### src/rtl/tetris_rng_pkg.sv
// Shared constants and helpers for the Tetris piece randomiser.
// Contents:
//   default_taps  - Galois tap mask used by every LFSR unless overridden
//   default_seed  - reset seed of LFSR i: i*i + 2*i + 4
//   piece_width   - bits needed to hold a piece index 0..n-1
//   piece_t       - piece index type for the standard 7-piece set
package tetris_rng_pkg;

    localparam logic [31:0] default_taps = 32'h8020_0003;

    function automatic logic [31:0] default_seed(input int unsigned i);
        return 32'(i * i + 2 * i + 4);
    endfunction

    function automatic int unsigned piece_width(input int unsigned n);
        return (n > 2) ? $clog2(n) : 1;
    endfunction

    localparam int unsigned std_piece_num = 7;
    localparam int unsigned std_piece_w   = piece_width(std_piece_num);

    typedef logic [std_piece_w-1:0] piece_t;

endpackage

### src/rtl/lfsr_galois.sv
// Single Galois LFSR, shifting right one step per clock.
// Ports:
//   clk_i    - clock
//   reset_i  - synchronous active-high reset, loads seed_p
//   reseed_i - loads seed_i ^ seed_p (seed_p if that would be zero)
//   seed_i   - external seed
//   state_o  - current register state
module lfsr_galois #(
    parameter int unsigned        width_p = 32,
    parameter logic [width_p-1:0] taps_p  = width_p'(32'h8020_0003),
    parameter logic [width_p-1:0] seed_p  = width_p'(4)
) (
    input  logic               clk_i,
    input  logic               reset_i,
    input  logic               reseed_i,
    input  logic [width_p-1:0] seed_i,
    output logic [width_p-1:0] state_o
);

    logic [width_p-1:0] mixed;

    assign mixed = seed_i ^ seed_p;

    always_ff @(posedge clk_i) begin
        if (reset_i) begin
            state_o <= seed_p;
        end else if (reseed_i) begin
            // an all-zero state would lock the register forever
            state_o <= (mixed == '0) ? seed_p : mixed;
        end else if (state_o[0]) begin
            state_o <= (state_o >> 1) ^ taps_p;
        end else begin
            state_o <= state_o >> 1;
        end
    end

endmodule

### src/rtl/piece_bag_generator.sv
// Tetris piece source: XOR-combined LFSR bank feeding a bag randomiser
// (rejection sampling without replacement) and a registered preview FIFO.
// Ports:
//   clk_i           - clock
//   reset_i         - synchronous active-high reset
//   reseed_i        - pulse: reload LFSRs from seed_i, flush bag and FIFO
//   seed_i          - seed applied with reseed_i
//   piece_o         - FIFO head piece index (0 when empty)
//   valid_o         - piece_o holds a piece
//   ready_i         - consumer takes piece_o when valid_o && ready_i
//   preview_o       - entry k = k-th piece after the head, slice 0 in LSBs
//   preview_valid_o - bit k set when preview entry k is occupied
module piece_bag_generator
    import tetris_rng_pkg::*;
#(
    parameter int unsigned                        width_p     = 32,
    parameter int unsigned                        lfsr_num_p  = 4,
    parameter logic [lfsr_num_p-1:0][width_p-1:0] taps_p      = {lfsr_num_p{default_taps}},
    parameter int unsigned                        piece_num_p = 7,
    parameter int unsigned                        preview_p   = 3,
    localparam int unsigned                       piece_w     = piece_width(piece_num_p)
) (
    input  logic                           clk_i,
    input  logic                           reset_i,
    input  logic                           reseed_i,
    input  logic [width_p-1:0]             seed_i,
    output logic [piece_w-1:0]             piece_o,
    output logic                           valid_o,
    input  logic                           ready_i,
    output logic [preview_p*piece_w-1:0]   preview_o,
    output logic [preview_p-1:0]           preview_valid_o
);

    localparam int unsigned depth   = preview_p + 1;
    localparam int unsigned count_w = $clog2(depth + 1);

    typedef logic [piece_w-1:0] idx_t;

    logic [lfsr_num_p-1:0][width_p-1:0] lfsr_state;
    logic [width_p-1:0]                 rand_word;
    logic [width_p-1:0]                 unused_rand_word;

    logic [piece_num_p-1:0] mask, mask_next;
    idx_t                   entries [depth];
    idx_t                   entries_next [depth];
    logic [count_w-1:0]     count, count_next, wr_idx;

    idx_t cand;
    logic cand_ok, accept, pop, full;

    for (genvar i = 0; i < lfsr_num_p; i++) begin : g_lfsr
        localparam logic [width_p-1:0] seed_c = width_p'(default_seed(i));

        lfsr_galois #(
            .width_p (width_p),
            .taps_p  (taps_p[i]),
            .seed_p  (seed_c)
        ) u_lfsr (
            .clk_i    (clk_i),
            .reset_i  (reset_i),
            .reseed_i (reseed_i),
            .seed_i   (seed_i),
            .state_o  (lfsr_state[i])
        );
    end

    always_comb begin
        rand_word = '0;
        for (int unsigned i = 0; i < lfsr_num_p; i++) begin
            rand_word = rand_word ^ lfsr_state[i];
        end
    end

    // only the low piece_w bits feed the draw
    assign unused_rand_word = rand_word;
    assign cand             = rand_word[piece_w-1:0];

    assign full = (count == count_w'(depth));
    assign pop  = (count != '0) && ready_i;

    always_comb begin
        cand_ok = 1'b0;
        if (32'(cand) < piece_num_p) begin
            cand_ok = mask[cand];
        end
        accept = cand_ok && !full;

        mask_next = mask;
        if (accept) begin
            mask_next[cand] = 1'b0;
            if (mask_next == '0) begin
                mask_next = '1;
            end
        end

        // shift-register FIFO: entry 0 is the head, vacated slots read as 0
        entries_next = entries;
        if (pop) begin
            for (int unsigned k = 0; k < depth - 1; k++) begin
                entries_next[k] = entries[k+1];
            end
            entries_next[depth-1] = '0;
        end

        wr_idx = pop ? count - 1'b1 : count;
        for (int unsigned k = 0; k < depth; k++) begin
            if (accept && (wr_idx == count_w'(k))) begin
                entries_next[k] = cand;
            end
        end

        count_next = count + count_w'(accept) - count_w'(pop);
    end

    always_ff @(posedge clk_i) begin
        if (reset_i || reseed_i) begin
            mask  <= '1;
            count <= '0;
            for (int unsigned k = 0; k < depth; k++) begin
                entries[k] <= '0;
            end
        end else begin
            mask    <= mask_next;
            count   <= count_next;
            entries <= entries_next;
        end
    end

    assign valid_o = (count != '0);
    assign piece_o = entries[0];

    for (genvar k = 0; k < preview_p; k++) begin : g_preview
        assign preview_o[k*piece_w +: piece_w] = entries[k+1];
        assign preview_valid_o[k]              = (count > count_w'(k + 1));
    end

endmodule

### config.mk
export PLATFORM = sky130hd
export DESIGN_NAME = piece_bag_generator
export DESIGN_NICKNAME = d
export VERILOG_FILES = /design/src/rtl/tetris_rng_pkg.sv /design/src/rtl/lfsr_galois.sv /design/src/rtl/piece_bag_generator.sv
export SDC_FILE = /design/constraint.sdc
export NUM_CORES = 1
export LEC_CHECK = 0
export ABC_CLOCK_PERIOD_IN_PS = 3950
export BUFFER_PORTS_ARGS = -buffer_cell sky130_fd_sc_hd__clkbuf_2
export CAP_MARGIN = 10
export CORE_MARGIN = 10
export CORE_UTILIZATION = 40
export DETAILED_ROUTE_END_ITERATION = 8
export PLACE_DENSITY = 0.54
export SETUP_SLACK_MARGIN = 0.5
export SYNTH_ARGS = -nofsm -noshare
export SYNTH_HDL_FRONTEND = slang
export SYNTH_SLANG_ARGS = --single-unit
### constraint.sdc
create_clock -name clk_i -period 3.95 [get_ports clk_i]
set_input_delay 0.1975 -clock clk_i [delete_from_list [all_inputs] [get_ports clk_i]]
set_output_delay 0.1975 -clock clk_i [all_outputs]
set_load 0.05 [all_outputs]
# Word-level counts from Yosys, hierarchy flattened
# Index checks and enable logic that the tools add are counted.
dict set report classes {
  addsub 3
  n_mul 0
  div_mod_pow 0
  order_cmp 6
  eq_ne 4
  shifts 0
  muxes 24
  bitwise 13
  n_reduce_logical 20
}
# op n
set op_table {}
lappend op_table {{$mux 32} 12}
lappend op_table {{$logic_not 32->1} 4}
lappend op_table {{$not 3->4} 4}
lappend op_table {{$mux 3} 5}
lappend op_table {{$mux 12} 1}
lappend op_table {{$xor 3x3->3} 3}
lappend op_table {{$reduce_bool 2->1} 4}
lappend op_table {{$and 7x7->7} 1}
lappend op_table {{$logic_and 1x1->1} 7}
lappend op_table {{$logic_not 7->1} 1}
lappend op_table {{$mux 7} 1}
lappend op_table {{$not 7->7} 1}
lappend op_table {{$eq 3x2->1 const B} 2}
lappend op_table {{$gt 3x2->1 const B} 2}
lappend op_table {{$not 3->3} 2}
lappend op_table {{$lt 3x4->1 const B} 1}
lappend op_table {{$add 3x1->3} 1}
lappend op_table {{$bmux 1 s3} 1}
lappend op_table {{$demux 1 s3} 1}
lappend op_table {{$eq 3x1->1 const B} 1}
lappend op_table {{$eq 3x3->1 const B} 1}
lappend op_table {{$ge 3x1->1 const B} 1}
lappend op_table {{$gt 3x1->1 const B} 1}
lappend op_table {{$logic_not 3->1} 1}
lappend op_table {{9 further kinds} 11}
dict set report totals {
  register_bits 150
  latch_bits 0
  ram_bits 0
  rom_bits 0
  input_bits 36
  output_inout_bits 16
  word_cells 80
  memories 0
}

# Longest topological paths before layout
dict set report depth {
  ltp_word 11
  ltp_mapped 13
  depth_no_buf 11
}

# Hierarchy
# Synthesis repeated with hierarchy kept, for this count alone.
dict set report hier_totals {
  hier_cells 650
  area_unflattened_um2 6502.5
}
# mod instances cells_per_inst area_per_inst_um2 seq_area_each_um2
set modules_own_cells {}
lappend modules_own_cells {piece_bag_generator 1 167 1537.7 440.4}
lappend modules_own_cells {{lfsr_galois at g_lfsr[1].u_lfsr} 1 121 1255.0 640.6}
lappend modules_own_cells {{lfsr_galois at g_lfsr[0].u_lfsr} 1 120 1243.7 640.6}
lappend modules_own_cells {{lfsr_galois at g_lfsr[3].u_lfsr} 1 120 1236.2 640.6}
lappend modules_own_cells {{lfsr_galois at g_lfsr[2].u_lfsr} 1 122 1229.9 640.6}

# Worst setup path after synthesis
# OpenSTA, ideal clock, no wires.
dict set report synth_path {
  kind {reg2reg}
  start {register count[0]}
  end {register count[1]}
  setup_time_ps 115
  arrival_ps 3007
  t_required_ps 3835
  slack_ps 828
  stages_incl_launch_ff 13
  n_path_buf 2
  synth_period_minus_slack_ps 3122
  path_cell_list {dfxtp_1 > clkbuf_1 > inv_1 > ha_1 > nand2b_1 > nand2_1 > inv_1 > clkbuf_1 > ha_1 > inv_1 > ha_1 > fa_1 > and2_1}
}
dict set report synth_via {
  word_cells_on_any_way 7
  cone_classes {add/sub: 2; eq/ne: 1; reduce/logical: 4}
}
# item line_no
set synth_rtl {}
lappend synth_rtl {{from (decl)} piece_bag_generator.sv:46} ;# logic [count_w-1:0] count, count_next, wr_idx;
lappend synth_rtl {{from (signal assigned)} piece_bag_generator.sv:124} ;# count <= count_next;
lappend synth_rtl {{$reduce_bool 3->1} --}
lappend synth_rtl {{via valid_o} piece_bag_generator.sv:28} ;# output logic valid_o,
lappend synth_rtl {{$logic_and 1x1->1} piece_bag_generator.sv:79} ;# assign pop = (count != '0) && ready_i;
lappend synth_rtl {{$sub 3x1->3} piece_bag_generator.sv:112} ;# count_next = count + count_w'(accept) - count_w'(pop);
lappend synth_rtl {{via count_next[1]} piece_bag_generator.sv:46}
# The timed path passes the listed nets, and every way through them passes these cells.
# A chain may end at the register's enable or synchronous reset.

# Worst setup path after layout
dict set report layout_path {
  start {register g_lfsr[3].u_lfsr.state_o[1]}
  end {register count[2]}
}
dict set report layout_via {
  elab_chain_len 7
  word_cells_on_any_way 8
  cone_classes {add/sub: 2; order compare: 1; mux: 3; bitwise: 1; reduce/logical: 1}
}
# item line_no
set layout_rtl {}
lappend layout_rtl {{from (decl)} lfsr_galois.sv:17} ;# output logic [width_p-1:0] state_o
lappend layout_rtl {{from (signal assigned)} lfsr_galois.sv:26} ;# state_o <= seed_p;
lappend layout_rtl {{from (signal assigned)} lfsr_galois.sv:29} ;# state_o <= (mixed == '0) ? seed_p : mixed;
lappend layout_rtl {{from (signal assigned)} lfsr_galois.sv:31} ;# state_o <= (state_o >> 1) ^ taps_p;
lappend layout_rtl {{$xor 3x3->3 (*)} piece_bag_generator.sv:70} ;# rand_word = rand_word ^ lfsr_state[i];
lappend layout_rtl {{$bmux 1 s3} piece_bag_generator.sv:84} ;# cand_ok = mask[cand];
lappend layout_rtl {{$mux 1 (not written as such)} piece_bag_generator.sv:84}
lappend layout_rtl {{$mux 1 (*)} piece_bag_generator.sv:83} ;# if (32'(cand) < piece_num_p) begin
lappend layout_rtl {{$logic_and 1x1->1 (*)} piece_bag_generator.sv:86} ;# accept = cand_ok && !full;
lappend layout_rtl {{$add 3x1->3 (*)} piece_bag_generator.sv:112}
lappend layout_rtl {{$sub 3x1->3 (*)} piece_bag_generator.sv:112}
# Mark *: on every way between the ends. The rest lies on a longest branch, timed or not. The select of a mux whose other input is x is not followed.

==> summary.md <==
| Metric | Value |
|---|---|
| Status | completed |
| Max Clock Freq | 313 MHz |
| Longest Clk Path Bufs | 2 |
| Ant diodes | 0 |
| Most common flop cell mapped by yosys | dfxtp_1 |
| CTS tree | yes |
| Final setup viols | 0 |
| Total power draw | 4.14 mW |
| Crit Path Max Fanout | 8 |
| Chip Width | 139 um |
| Largest net degree at the start of global routing | 76 |
| Combinational Power Share | 17.7% |
| RSZ-0062 raised after global routing | false |
| WL per Instance | 14.4 um |
| Slew Viols, Final | 0 |
| Post-Syn Area | 5640 um2 |
| Wl on met1 | 6.13 mm |
| Worst setup path class | reg -> reg |
| Clock H-tree levels | 4 |
| Post-Synthesis Cells | 654 |
| Setup_tns | 0 ns |
| Fin crit share | 80.9% |
| Worst Tran Pin Value | 0.829 ns |
| Post-synth top area share | 53.2% |
| Seq. cell area | 3000 um2 |
| Post-layout net count | 738 |
| GRT overflow | 0 |
| Switch Pwr | 1.15 mW |
| Clock sink total | 150 |
| VDD IR max | 0.000268 V |
| Metal2 WL | 6.02 mm |
| Drt drc | 0 |
| Netlist cell types | 42 |
| Pre-antenna DRT Iters | 4 |
| Number of synthesized flops with an enable pin | 0 |
| Die Y | 139 um |
| Clk_lat worst skew | 0.41 ns |
| I/O pin cnt | 52 |
| Layout cell share with drive strength beyond 1 | 14.6% |
| Clock period minus worst slack | 3.20 ns |
| Crit path capture type | register |
| Uppermost layer routed | met4 |
| Hpwl dp | 8.48 mm |
| Dominant cell type by area after synthesis | dfxtp_1 |
| Slew headroom | 44.5% |
| I/O Buffers | 51 |
| Worst-path clk slew | 0.06 ns |
| Post-synthesis sequential area ratio | 53.2% |
| Final wirelength | 12.7 mm |
| Vias in the first global route | 4288 |
| Hold Crit Class | in -> reg |
| Row count | 43 |
| First-pass GRT wire length | 21.0 mm |
| Post-CTS Hold Buffers | 0 |
| Vias | 4439 |
| Clk pwr share | 41.6% |
| Max-cap violations | 0 |
| Initial antenna violation count | 0 |
| Core footprint | 13800 um2 |
| DRT iter0 DRCs | 335 |
| Total track usage | 13.0% |
| LEAKAGE | 2.72 nW |
| Post-Syn Area per Cell | 8.63 um2 |
| Seq pwr share | 40.7% |
| Yosys warnings | 0 |
| CP Data Required Time | 4.24 ns |
| Final clock skew | 0.00758 ns |
| CP Data Arrival Time | 3.49 ns |
| Fillers | 1341 |
| Routed Antenna Nets | 0 |
| Synth area leaders | dfxtp_1 (53%), a21oi_1 (11%), nand2_1 (10%) |
| Root Driver | clkbuf_16 |
| PwrDens | 616 nW/um2 |
| Post-synth ARST share | 0% |
| Via density | 5.02 |
| Crit path launch type | register |
| Fin. Hold Viols | 0 |
| Routed length on met3 | 446 um |
| Most frequent cells in the layout | nand2_1 (150), dfxtp_1 (150), a21oi_1 (120) |
| CTS Buf Count | 17 |
| Area of the multi-input gates | 2460 um2 |
| Yosys reg bits | 150 |
| Sw Ratio | 27.8% |
| Starting Density | 40.8% |
| Syn_nets | 700 |
| Gpl congestion | 0.815 |
| Die ar. | 19300 um2 |
| Power Internal | 2.99 mW |
| Area Overhead vs Synth | 19.1% |
-- metrics by stage --
stage               cell area [um2]  hold slack, ns  util (%)  worst slack, ns  instances
finish                         6720          0.0397      48.6            0.754        885
global route                   6720          0.0366      48.6            0.522        885
CTS                            6660          0.0156      48.2            0.522        881
detailed placement             6010           0.434      43.5            0.198        849
global placement               6010           0.439      43.5            0.405        849
floorplan                      5640           0.288         -            0.828        654
-- metal layers --
layer  track usage, %  up-vias
met5                0        -
met4             5.16        0
met3             3.63       13
met2             19.9       76
met1             16.8     2071
li1                 -     2279
-- power groups by stage --
| stage | clock (mW) | combinational, mW | sequential [mW] |
|---|---|---|---|
| finish | 1.72 | 0.733 | 1.69 |
| global route | 1.82 | 0.815 | 1.70 |
| CTS | 1.76 | 0.701 | 1.69 |
| detailed placement | 0 | 0.691 | 1.72 |
| global placement | 0 | 0.679 | 1.72 |
| floorplan | 0 | 0.481 | 1.75 |
-- sequential cells by signal (all words and copies together) (netlist names) --
name / count
count: 3
g_lfsr.u_lfsr.state_o: 128
mask: 7
piece_o: 3
preview_o: 9
-- worst max-delay path, stage by stage, from the launching register on --
cell      delay [ns]
dfxtp_1         0.37
xor2_1          0.39
xor2_2          0.37
a211oi_1        0.11
a311oi_2        0.46
nand3_2         0.23
ha_1            0.33
inv_1           0.04
ha_1            0.19
fa_1            0.39
xor2_1          0.16
nor2_1          0.05
-- final timing paths --
check                                                  start                            to  slack, ns  depth (start not counted)
worst max-delay path             g_lfsr[3].u_lfsr.state_o[1]                      count[2]       0.75                         11
worst min-delay path                               seed_i[0]   g_lfsr[3].u_lfsr.state_o[0]       0.04                          2
worst max register to register   g_lfsr[3].u_lfsr.state_o[1]                      count[2]       0.75                         11
worst min register to register  g_lfsr[2].u_lfsr.state_o[18]  g_lfsr[2].u_lfsr.state_o[17]       0.44                          2
-- Yosys cell counts, types with 2 or more instances --
master,n
nor2_1,30
xor2_1,7
buf_2,4
nand4_1,11
nand2_1,150
xnor2_1,18
ha_1,9
nor4_1,6
a211o_1,2
inv_1,14
a41oi_1,2
nor3_1,2
and2_1,2
nand2b_1,7
a21oi_1,120
a22oi_1,3
a21boi_0,9
clkbuf_1,34
o21ai_0,11
mux2i_1,14
or3_1,10
o21a_1,2
nand3_1,9
buf_1,4
nor2b_1,2
o32ai_1,2
dfxtp_1,150
or2_2,2
o22ai_1,5
-- cells by family (layout without fill, tap and decap cells) --
| kind of cell | count (synthesis) | in the layout | share of synthesized area (%) |
|---|---|---|---|
| buffers and inverters | 56 | 107 | 3.81 |
| AND/OR/NAND/NOR | 234 | 234 | 17.8 |
| AO/OA/AOI/OAI | 164 | 164 | 16.3 |
| multiplexers | 15 | 15 | 2.68 |
| XOR/XNOR | 25 | 25 | 3.88 |
| flip-flops | 150 | 150 | 53.2 |
| adder cells (fa/ha/maj) | 10 | 10 | 2.35 |
-- cell type report --
| cell class | count | share of cell area, % |
|---|---|---|
| Clock inverter | 12 | 2.61 |
| Sequential cell | 150 | 44.7 |
| Timing Repair Buffer | 61 | 4.95 |
| Multi-Input combinational cell | 448 | 36.7 |
| Inverter | 14 | 0.782 |
| Tap cell | 180 | 3.35 |
| Clock buffer | 20 | 6.94 |
-- what timing repair did --
item,4_1_cts,5_1_grt
setup buffers,0,4
resized for setup,1,4
endpoints found under the setup margin,2,2
pin swaps,0,2
(Power assumes the default switching activity.)
